### config.mk
export PLATFORM = sky130hd
export DESIGN_NAME = multicycle_controller
export DESIGN_NICKNAME = d
export VERILOG_FILES = /design/src/rtl/mc_ctrl_pkg.sv /design/src/rtl/multicycle_controller_op_class.sv /design/src/rtl/multicycle_controller.sv
export SDC_FILE = /design/constraint.sdc
export NUM_CORES = 1
export LEC_CHECK = 0
export CORE_UTILIZATION = 28
export DETAILED_ROUTE_END_ITERATION = 8
export GPL_ROUTABILITY_DRIVEN = 0
export PLACE_DENSITY_LB_ADDON = 0.12
export RECOVER_POWER = 100
export SYNTH_ARGS = -nofsm -noshare
export SYNTH_HDL_FRONTEND = slang
export SYNTH_HIERARCHICAL = 1
export SYNTH_SLANG_ARGS = --single-unit
### constraint.sdc
create_clock -name i_clk -period 2.2 [get_ports i_clk]
set_input_delay 0.22 -clock i_clk [delete_from_list [all_inputs] [get_ports i_clk]]
set_output_delay 0.22 -clock i_clk [all_outputs]
set_load 0.02 [all_outputs]
### src/rtl/mc_ctrl_pkg.sv
// Shared encodings for the multicycle MIPS controller: FSM states, opcode
// classes, MIPS opcode/funct values and datapath select encodings.
package mc_ctrl_pkg;

  typedef enum logic [3:0] {
    S_FETCH, S_DECODE, S_MEMADR, S_MEMRD, S_MEMWB, S_MEMWR, S_EXEC, S_ALUWB,
    S_IEXEC, S_IWB, S_BRANCH, S_JUMP, S_JAL, S_JR, S_TRAP
  } state_t;

  typedef enum logic [3:0] {
    C_LOAD, C_STORE, C_RTYPE, C_JR, C_BRANCH, C_IMM, C_J, C_JAL, C_ILLEGAL
  } opclass_t;

  // opcodes
  localparam logic [5:0] OP_RTYPE = 6'b000000;
  localparam logic [5:0] OP_J     = 6'b000010;
  localparam logic [5:0] OP_JAL   = 6'b000011;
  localparam logic [5:0] OP_BEQ   = 6'b000100;
  localparam logic [5:0] OP_BNE   = 6'b000101;
  localparam logic [5:0] OP_BLEZ  = 6'b000110;
  localparam logic [5:0] OP_ADDI  = 6'b001000;
  localparam logic [5:0] OP_SLTI  = 6'b001010;
  localparam logic [5:0] OP_ANDI  = 6'b001100;
  localparam logic [5:0] OP_ORI   = 6'b001101;
  localparam logic [5:0] OP_XORI  = 6'b001110;
  localparam logic [5:0] OP_LUI   = 6'b001111;
  localparam logic [5:0] OP_LB    = 6'b100000;
  localparam logic [5:0] OP_LH    = 6'b100001;
  localparam logic [5:0] OP_LW    = 6'b100011;
  localparam logic [5:0] OP_LBU   = 6'b100100;
  localparam logic [5:0] OP_SW    = 6'b101011;
  localparam logic [5:0] FN_JR    = 6'b001000;

  // ALU control
  localparam logic [3:0] ALU_ADD   = 4'd0;
  localparam logic [3:0] ALU_SUB   = 4'd1;
  localparam logic [3:0] ALU_AND   = 4'd2;
  localparam logic [3:0] ALU_OR    = 4'd3;
  localparam logic [3:0] ALU_XOR   = 4'd4;
  localparam logic [3:0] ALU_SLT   = 4'd5;
  localparam logic [3:0] ALU_LUI   = 4'd6;
  localparam logic [3:0] ALU_BLEZ  = 4'd7;
  localparam logic [3:0] ALU_RTYPE = 4'd8;

  // ALU B-source, PC-source and load-size selects
  localparam logic [1:0] SRCB_B    = 2'b00;
  localparam logic [1:0] SRCB_FOUR = 2'b01;
  localparam logic [1:0] SRCB_IMM  = 2'b10;
  localparam logic [1:0] SRCB_IMM2 = 2'b11;
  localparam logic [1:0] PCSRC_ALU = 2'b00;
  localparam logic [1:0] PCSRC_OUT = 2'b01;
  localparam logic [1:0] PCSRC_JMP = 2'b10;
  localparam logic [1:0] PCSRC_REG = 2'b11;
  localparam logic [1:0] SZ_WORD   = 2'b00;
  localparam logic [1:0] SZ_HALF   = 2'b01;
  localparam logic [1:0] SZ_BYTE   = 2'b10;
  localparam logic [1:0] SZ_BYTEU  = 2'b11;

endpackage

### src/rtl/multicycle_controller_op_class.sv
// mc_op_class: combinational instruction classifier. Maps op/funct to the
// class the FSM branches on, plus the ALU control and load size that the
// execute / memory states need.
module mc_op_class
  import mc_ctrl_pkg::*;
(
  input  logic [5:0] i_op,
  input  logic [5:0] i_funct,
  output logic [3:0] o_class,
  output logic [3:0] o_aluop,
  output logic [1:0] o_size,
  output logic       o_is_ne
);

  // classify opcode; unknown opcodes fall into the illegal class
  always_comb begin
    o_class = C_ILLEGAL;
    o_aluop = ALU_ADD;
    o_size  = SZ_WORD;
    o_is_ne = (i_op == OP_BNE);
    case (i_op)
      OP_LW:    o_class = C_LOAD;
      OP_LH:    begin o_class = C_LOAD; o_size = SZ_HALF;  end
      OP_LB:    begin o_class = C_LOAD; o_size = SZ_BYTE;  end
      OP_LBU:   begin o_class = C_LOAD; o_size = SZ_BYTEU; end
      OP_SW:    o_class = C_STORE;
      OP_RTYPE: o_class = (i_funct == FN_JR) ? C_JR : C_RTYPE;
      OP_BEQ,
      OP_BNE:   begin o_class = C_BRANCH; o_aluop = ALU_SUB;  end
      OP_BLEZ:  begin o_class = C_BRANCH; o_aluop = ALU_BLEZ; end
      OP_ADDI:  o_class = C_IMM;
      OP_ORI:   begin o_class = C_IMM; o_aluop = ALU_OR;  end
      OP_ANDI:  begin o_class = C_IMM; o_aluop = ALU_AND; end
      OP_XORI:  begin o_class = C_IMM; o_aluop = ALU_XOR; end
      OP_SLTI:  begin o_class = C_IMM; o_aluop = ALU_SLT; end
      OP_LUI:   begin o_class = C_IMM; o_aluop = ALU_LUI; end
      OP_J:     o_class = C_J;
      OP_JAL:   o_class = C_JAL;
      default:  o_class = C_ILLEGAL;
    endcase
  end

endmodule

### src/rtl/multicycle_controller.sv
// multicycle_controller: Moore FSM sequencing the shared-memory multicycle
// MIPS datapath, with a wait-state memory handshake and timeout abort.
// i_reset is asynchronous and active-low; all outputs read 0 while it is low.
// Optional feature macro ILLEGAL_TRAP_EN: illegal opcodes park the FSM in an
// absorbing TRAP state and raise o_illegal_op; otherwise they act as a NOP.
module multicycle_controller
  import mc_ctrl_pkg::*;
#(
  parameter int WAIT_MAX = 15,
  parameter int CNT_W    = 8
)(
  input  logic       i_clk,
  input  logic       i_reset,
  input  logic [5:0] i_op,
  input  logic [5:0] i_funct,
  input  logic       i_mem_ready,
  output logic       o_mem_req,
  output logic       o_iord,
  output logic       o_irwrite,
  output logic       o_pcwrite,
  output logic       o_pcwrite_cond,
  output logic       o_ne,
  output logic       o_memwrite,
  output logic       o_regwrite,
  output logic       o_regdst,
  output logic       o_memtoreg,
  output logic       o_link,
  output logic       o_alusrca,
  output logic [1:0] o_alusrcb,
  output logic [1:0] o_pcsrc,
  output logic [3:0] o_aluop,
  output logic [1:0] o_size,
`ifdef ILLEGAL_TRAP_EN
  output logic       o_illegal_op,
`endif
  output logic       o_bus_err
);

  state_t           r_state, w_next;
  logic [CNT_W-1:0] r_wait_cnt;
  logic [3:0]       w_class, w_aluop;
  logic [1:0]       w_size;
  logic             w_is_ne, w_mem_state, w_timeout;

  mc_op_class u_op_class (
    .i_op(i_op), .i_funct(i_funct),
    .o_class(w_class), .o_aluop(w_aluop), .o_size(w_size), .o_is_ne(w_is_ne)
  );

  assign w_mem_state = (r_state == S_FETCH) || (r_state == S_MEMRD) || (r_state == S_MEMWR);
  // mem_ready on the last allowed wait cycle still counts as completion
  assign w_timeout   = w_mem_state && !i_mem_ready && (r_wait_cnt == CNT_W'(WAIT_MAX));

  // next-state selection; a timeout always abandons the instruction
  always_comb begin
    w_next = S_FETCH;
    case (r_state)
      S_FETCH:  w_next = i_mem_ready ? S_DECODE : S_FETCH;
      S_DECODE:
        case (w_class)
          C_LOAD, C_STORE: w_next = S_MEMADR;
          C_JR:            w_next = S_JR;
          C_RTYPE:         w_next = S_EXEC;
          C_BRANCH:        w_next = S_BRANCH;
          C_IMM:           w_next = S_IEXEC;
          C_J:             w_next = S_JUMP;
          C_JAL:           w_next = S_JAL;
`ifdef ILLEGAL_TRAP_EN
          default:         w_next = S_TRAP;
`else
          default:         w_next = S_FETCH;
`endif
        endcase
      S_MEMADR: w_next = (w_class == C_STORE) ? S_MEMWR : S_MEMRD;
      S_MEMRD:  w_next = i_mem_ready ? S_MEMWB : (w_timeout ? S_FETCH : S_MEMRD);
      S_MEMWR:  w_next = (i_mem_ready || w_timeout) ? S_FETCH : S_MEMWR;
      S_EXEC:   w_next = S_ALUWB;
      S_IEXEC:  w_next = S_IWB;
`ifdef ILLEGAL_TRAP_EN
      S_TRAP:   w_next = S_TRAP;
`endif
      default:  w_next = S_FETCH;
    endcase
  end

  // state register and wait counter; counter restarts on any state exit
  always_ff @(posedge i_clk or negedge i_reset) begin
    if (!i_reset) begin
      r_state    <= S_FETCH;
      r_wait_cnt <= '0;
    end else begin
      r_state    <= w_next;
      r_wait_cnt <= (w_mem_state && !i_mem_ready && !w_timeout) ? r_wait_cnt + 1'b1 : '0;
    end
  end

  // output decode from state; everything held at 0 while reset is low
  always_comb begin
    o_mem_req = 1'b0; o_iord = 1'b0; o_irwrite = 1'b0; o_pcwrite = 1'b0;
    o_pcwrite_cond = 1'b0; o_ne = 1'b0; o_memwrite = 1'b0; o_regwrite = 1'b0;
    o_regdst = 1'b0; o_memtoreg = 1'b0; o_link = 1'b0; o_alusrca = 1'b0;
    o_alusrcb = SRCB_B; o_pcsrc = PCSRC_ALU; o_aluop = ALU_ADD; o_size = SZ_WORD;
`ifdef ILLEGAL_TRAP_EN
    o_illegal_op = 1'b0;
`endif
    o_bus_err = i_reset && w_timeout;
    if (i_reset) begin
      case (r_state)
        S_FETCH: begin
          o_mem_req = !w_timeout; o_alusrcb = SRCB_FOUR;
          o_irwrite = i_mem_ready; o_pcwrite = i_mem_ready;
        end
        S_DECODE: o_alusrcb = SRCB_IMM2;
        S_MEMADR: begin o_alusrca = 1'b1; o_alusrcb = SRCB_IMM; end
        S_MEMRD:  begin o_mem_req = !w_timeout; o_iord = 1'b1; o_size = w_size; end
        S_MEMWB:  begin o_regwrite = 1'b1; o_memtoreg = 1'b1; end
        S_MEMWR:  begin o_mem_req = !w_timeout; o_iord = 1'b1; o_memwrite = !w_timeout; end
        S_EXEC:   begin o_alusrca = 1'b1; o_alusrcb = SRCB_B; o_aluop = ALU_RTYPE; end
        S_ALUWB:  begin o_regwrite = 1'b1; o_regdst = 1'b1; end
        S_IEXEC:  begin o_alusrca = 1'b1; o_alusrcb = SRCB_IMM; o_aluop = w_aluop; end
        S_IWB:    o_regwrite = 1'b1;
        S_BRANCH: begin
          o_alusrca = 1'b1; o_alusrcb = SRCB_B; o_aluop = w_aluop;
          o_pcsrc = PCSRC_OUT; o_pcwrite_cond = 1'b1; o_ne = w_is_ne;
        end
        S_JUMP:   begin o_pcsrc = PCSRC_JMP; o_pcwrite = 1'b1; end
        S_JAL:    begin o_pcsrc = PCSRC_JMP; o_pcwrite = 1'b1; o_regwrite = 1'b1; o_link = 1'b1; end
        S_JR:     begin o_pcsrc = PCSRC_REG; o_pcwrite = 1'b1; end
`ifdef ILLEGAL_TRAP_EN
        S_TRAP:   o_illegal_op = 1'b1;
`endif
        default:  ;
      endcase
    end
  end

endmodule

### Word level (Yosys, flattened, before mapping)

Memories as Yosys holds them, arrays and structs flattened.
Cells that the tools add are included.

| operators by class | value |
|---|---|
| reductions and logical operators | 23 |
| eq/ne operators | 32 |
| $add $sub $neg | 1 |
| muxes and demuxes | 44 |

Operators with widths:

| cell | number |
|---|---|
| one-hot mux 4 bit (7 select lines) | 2 |
| equality test 6 x 4 -> 1 bit (second input constant) | 7 |
| equality test 6 bit (second input constant) | 5 |
| 2-to-1 mux 1 bit | 25 |
| equality test 4 bit (second input constant) | 6 |
| one-hot mux 3 bit (7 select lines) | 1 |
| equality test 6 x 3 -> 1 bit (second input constant) | 3 |
| one-hot mux 2 bit (3 select lines) | 3 |
| equality test 4 x 3 -> 1 bit (second input constant) | 4 |
| equality test 6 x 2 -> 1 bit (second input constant) | 2 |
| OR reduction 4 bit | 3 |
| 2-to-1 mux 2 bit | 5 |
| OR reduction 2 bit | 5 |
| 2-to-1 mux 3 bit | 3 |
| OR reduction 3 bit | 3 |
| adder 8 x 1 -> 8 bit (second input constant) | 1 |
| equality test 4 x 1 -> 1 bit (second input constant) | 2 |
| equality test 4 x 2 -> 1 bit (second input constant) | 2 |
| equality test 8 x 4 -> 1 bit (second input constant) | 1 |
| 2-to-1 mux 4 bit | 2 |
| 2-to-1 mux 8 bit | 1 |
| one-hot mux 4 bit (2 select lines) | 1 |
| logical NOT 6 bit | 1 |
| OR reduction 6 bit | 1 |
| other kinds (5) | 11 |

| word-level totals | value |
|---|---|
| word-level logic and storage cells | 103 |
| bits in registers | 12 |
| ROM bits | 32 |
| memories kept | 1 |

Memory list:

| memory | words | bits a word | read ports | clocked after memory_dff | write ports | line | RTL |
|---|---|---|---|---|---|---|---|
| (name not given) | 8 | 4 | 1 | 0 | 0 | multicycle_controller.sv:60 | `case (w_class)` |

### Depth between registers and ports, before layout

| depth | value |
|---|---|
| word-level depth | 8 |
| mapped depth | 8 |
| mapped depth without buffers | 7 |

### Modules after synthesis

Netlist, hierarchy kept.

By module, submodules not included:

| module | cells each | instances | area each (µm²) |
|---|---|---|---|
| multicycle_controller | 122 | 1 | 973.4 |
| mc_op_class | 52 | 1 | 330.3 |

### Worst setup path before layout

No wires, ideal clock.

| timing path | value |
|---|---|
| kind | register to output |
| start point | register r_state[1] |
| end point | output o_pcwrite |
| stages on the path, launching flop included | 4 |
| slack | 0.266 ns |
| arrival time | 1.714 ns |
| path through | dfrtp_1 -> or2_1 -> nor4_1 -> or2_2 |

| between the ends | value |
|---|---|
| cells in the longest elaborated chain, start to end | 4 |
| elaborated cells on any way between the ends | 7 |
| classes of those cells | eq/ne: 3; mux: 2; reduce/logical: 2 |

RTL lines:

| what | line | RTL |
|---|---|---|
| start: declaration | multicycle_controller.sv:39 | `state_t r_state, w_next;` |
| start signal: assignment | multicycle_controller.sv:92 | `r_state <= w_next;` |
| equality test 4 bit | multicycle_controller.sv:108 | `case (r_state)` |
| OR reduction 3 bit (no line) | n/a |  |
| one-hot mux 1 bit (2 select lines) (*) | multicycle_controller.sv:108 |  |
| 2-to-1 mux 1 bit (*) | multicycle_controller.sv:107 | `if (i_reset) begin` |
| end: declaration | multicycle_controller.sv:20 | `output logic o_pcwrite,` |

Mark *: on every way between the ends. The rest lies on a longest branch, timed or not.

### Worst setup path in the final report

| timing path | value |
|---|---|
| start point | input i_reset |
| end point | output o_pcsrc[1] |

| between the ends | value |
|---|---|
| cells in the longest elaborated chain, start to end | 1 |

RTL lines:

| what | line | RTL |
|---|---|---|
| start: declaration | multicycle_controller.sv:13 | `input logic i_reset,` |
| 2-to-1 mux 2 bit | multicycle_controller.sv:107 |  |
| end: declaration | multicycle_controller.sv:30 | `output logic [1:0] o_pcsrc,` |

No other way between the ends.

==> PnR_summary.wiki <==
{| class="wikitable"
! Metric !! Value
|-
| Run status || complete, no violations
|-
| Met2 wire length || 1.93 mm
|-
| Die Y-Extent || 70.2 um
|-
| Detailed Routing Iterations Pass 1 || 4
|-
| Maximum buffer depth of the clock tree || 2
|-
| Antenna fix cells || 0
|-
| Final critical-path setup slack || 0.0939 ns
|-
| Post-synth ARST share || 1.00
|-
| Average routed wire per standard cell || 13.2 um
|-
| Worst min-delay path class || input port to async pin
|-
| Maximum number of pins on one net before global-route repair || 16
|-
| Clock skew || 0.00163 ns
|-
| Part of the total power dissipated in combinational logic || 0.594
|-
| Avg Cell Area, Syn || 7.49 sq um
|-
| Clock group share of total power || 0.159
|-
| Standard cell core area || 4410 sq um
|-
| Startpoint Class || input port
|-
| Post-layout total power || 1.19 mW
|-
| Max-Cap Viols || 0
|-
| Worst Path Required || 1.98 ns
|-
| First-pass GRT wire length || 6.38 mm
|-
| Vias per inst || 5.11
|-
| Worst hold slack across all endpoints || 0.460 ns
|-
| Quantity of I/O buffers inserted on ports || 37
|-
| Post-placement worst setup slack || -0.157 ns
|-
| Iter 0 DRT Violations || 22
|-
| Category of the worst setup path capture point || output port
|-
| H-tree depth || 1
|-
| Reported net switching power || 0.501 mW
|-
| Final critical-path share of the clock period || 0.957
|-
| Share of total power in sequential cells || 0.247
|-
| Syn Inst Count || 174
|-
| Final ANT Viol Nets || 0
|-
| Via count of the routed design || 1456
|-
| Finish-stage setup viols || 0
|-
| CTS Root Buffer Type || clkbuf_8
|-
| Final number of max-transition violations || 0
|-
| Number of enable flip-flop cells after synthesis || 0
|-
| Achievable Freq || 475 MHz
|-
| Finished Layout Cells || 285
|-
| Post-cts hold buffer count || 0
|-
| Met3 layer wire length in the routed design || 178 um
|-
| Count of pins on the block boundary || 38
|-
| Placed inst area || 1900 sq um
|-
| Data arrival, critical path || 1.89 ns
|-
| Post-synth top area share || 0.230
|-
| Clock latency at the later pin of the worst-skew pair || 0.23 ns
|-
| Number of remaining DRC errors || 0
|-
| Wire length reported by the detailed router || 3.76 mm
|-
| Post-route standard cell area excluding fillers || 1870 sq um
|-
| Internal portion of total power || 0.687 mW
|-
| Clock transition at path regs || 0.05 ns
|-
| Overflow left after global routing || 0
|-
| Post-DP HPWL || 3.00 mm
|-
| Synth Flop Type || dfrtp_1
|-
| Top routing layer in use || met4
|-
| Setup TNS after final layout || 0 ns
|-
| Combined area of all synthesized cells || 1300 sq um
|-
| Maximum ir drop on the vdd rail || 0.000378 V
|-
| Hold Vio Cnt, Final || 0
|-
| Minimum clock period after layout || 2.11 ns
|-
| Share of cells above drive strength 1 || 0.185
|-
| Standby leakage power || 0.851 nW
|-
| Full die area || 4930 sq um
|-
| TritonCTS clock tree || yes
|-
| Worst-path fanout max || 6
|-
| Unrepaired setup endpoints after global routing || no
|-
| Initial Util || 0.295
|-
| Clock sink count || 12
|-
| Post-Syn Nets || 190
|-
| Std cell rows || 24
|-
| Number of nets in the layout || 251
|-
| Power per Cell Area || 636 nW/um^2
|-
| Worst setup path class || input port to output port
|-
| Final cell utilization of the core || 0.423
|-
| Initial antenna violation count || 0
|-
| Share of synthesized area occupied by flip-flops and latches || 0.230
|-
| Via count of the first global-routing pass || 1439
|-
| Number of buffers created by CTS || 3
|-
| Net switching fraction of the power || 0.422
|-
| Instance count after placement with tap cells included || 282
|-
| Flip-flop and latch count after synthesis || 12
|-
| Netlist cell types || 50
|-
| WL met1 || 1.63 mm
|-
| Warnings from Yosys || 6
|-
| Area Growth Syn to Fin || 43.2%
|-
| Cell type with the highest aggregate area in the netlist || dfrtp_1
|-
| Aggregate global-route resource usage || 0.157
|-
| Fillers || 464
|-
| Largest cells by area after synthesis || dfrtp_1 (23%), nor2_1 (6.9%), nand2b_1 (5.3%)
|-
| Chip Width || 70.2 um
|}
-- worst max-delay path, stage by stage --
cell             delay, ns
clkdlybuf4s50_1       0.58
buf_4                 0.18
nand2_1               0.06
o21ba_2               0.24
clkdlybuf4s50_1       0.60
-- registers in the layout (all words and copies together), names as in the netlist --
name and count:
r_state 4, r_wait_cnt 8
-- cell usage after synthesis, types with 2 or more instances --
library cell,number
buf_2,6
xor2_1,7
o21ai_0,5
or2_1,2
clkbuf_1,2
nor4_1,2
nand2b_1,11
and2_1,7
and3_1,5
and2b_1,2
buf_6,2
inv_1,4
nor2b_1,4
nor4b_1,2
buf_4,2
a21oi_1,7
nor3b_1,6
nor4_2,3
o21ai_1,3
nor3_1,5
nand3_1,7
o211ai_1,3
nand2_1,14
xnor2_1,3
dfrtp_1,12
nor2_1,24
-- path summary, 6_finish.rpt --
check / startpoint / endpoint / slack, ns / cells after the start
min in group i_clk: r_wait_cnt[7] / r_wait_cnt[7] / 0.55 / 2
worst min-delay path: i_reset / r_wait_cnt[6] / 0.46 / 2
worst min register to register: r_wait_cnt[7] / r_wait_cnt[7] / 0.55 / 2
worst max register to register: r_state[1] / r_wait_cnt[4] / 0.43 / 5
worst max-delay path: i_reset / o_pcsrc[1] / 0.09 / 5
max in group asynchronous: i_reset / r_wait_cnt[3] / 1.38 / 3
-- cells by family after synthesis --
logic type      synth area share
buf+inv                   0.0691
xor+xnor                  0.0672
fa+ha+maj                0.00960
compound gates             0.162
flops                      0.230
simple gates               0.459
other cells              0.00288
-- area by class of cell --
class / count / area [sq um] / share of cell area
multi-input cells: 146 / 900 / 0.482
repair buffers: 68 / 544 / 0.292
flip-flops and latches: 12 / 302 / 0.162
well taps: 52 / 65.1 / 0.0349
clock buffers: 3 / 41.3 / 0.0221
inverters: 4 / 15.0 / 0.00804
-- what timing repair did --
item                       in CTS  in global routing
buffers inserted                0                  0
resized for setup              20                  9
setup endpoints to repair      14                  6
gates cloned                    0                  0
-- power groups by stage --
stage / logic [mW] / registers, mW / clock network, mW
6_report: 0.705 / 0.293 / 0.189
5_1_grt: 0.781 / 0.299 / 0.213
4_1_cts: 0.765 / 0.293 / 0.200
3_5_place_dp: 0.767 / 0.294 / 0
3_3_place_gp: 0.753 / 0.295 / 0
2_1_floorplan: 0.448 / 0.293 / 0
-- placed cells by master, fill, tap and decap left out, drive strengths merged, types with 8 or more instances in the layout --
master         netlist  final
nand2               14     14
dlygate4sd2          0     12
nand2b              12     12
o21ai                8      8
nor2                25     25
clkdlybuf4s50        0     19
buf                 10     25
clkbuf               2     15
dfrtp               12     12
-- per-layer routing --
metal  vias up  global-route usage
met5         -                   0
met4         0              0.0378
met3         2              0.0260
met2        36               0.292
met1       686               0.185
li1        732                   -
No activity file was read; power rests on OpenSTA's default activity.
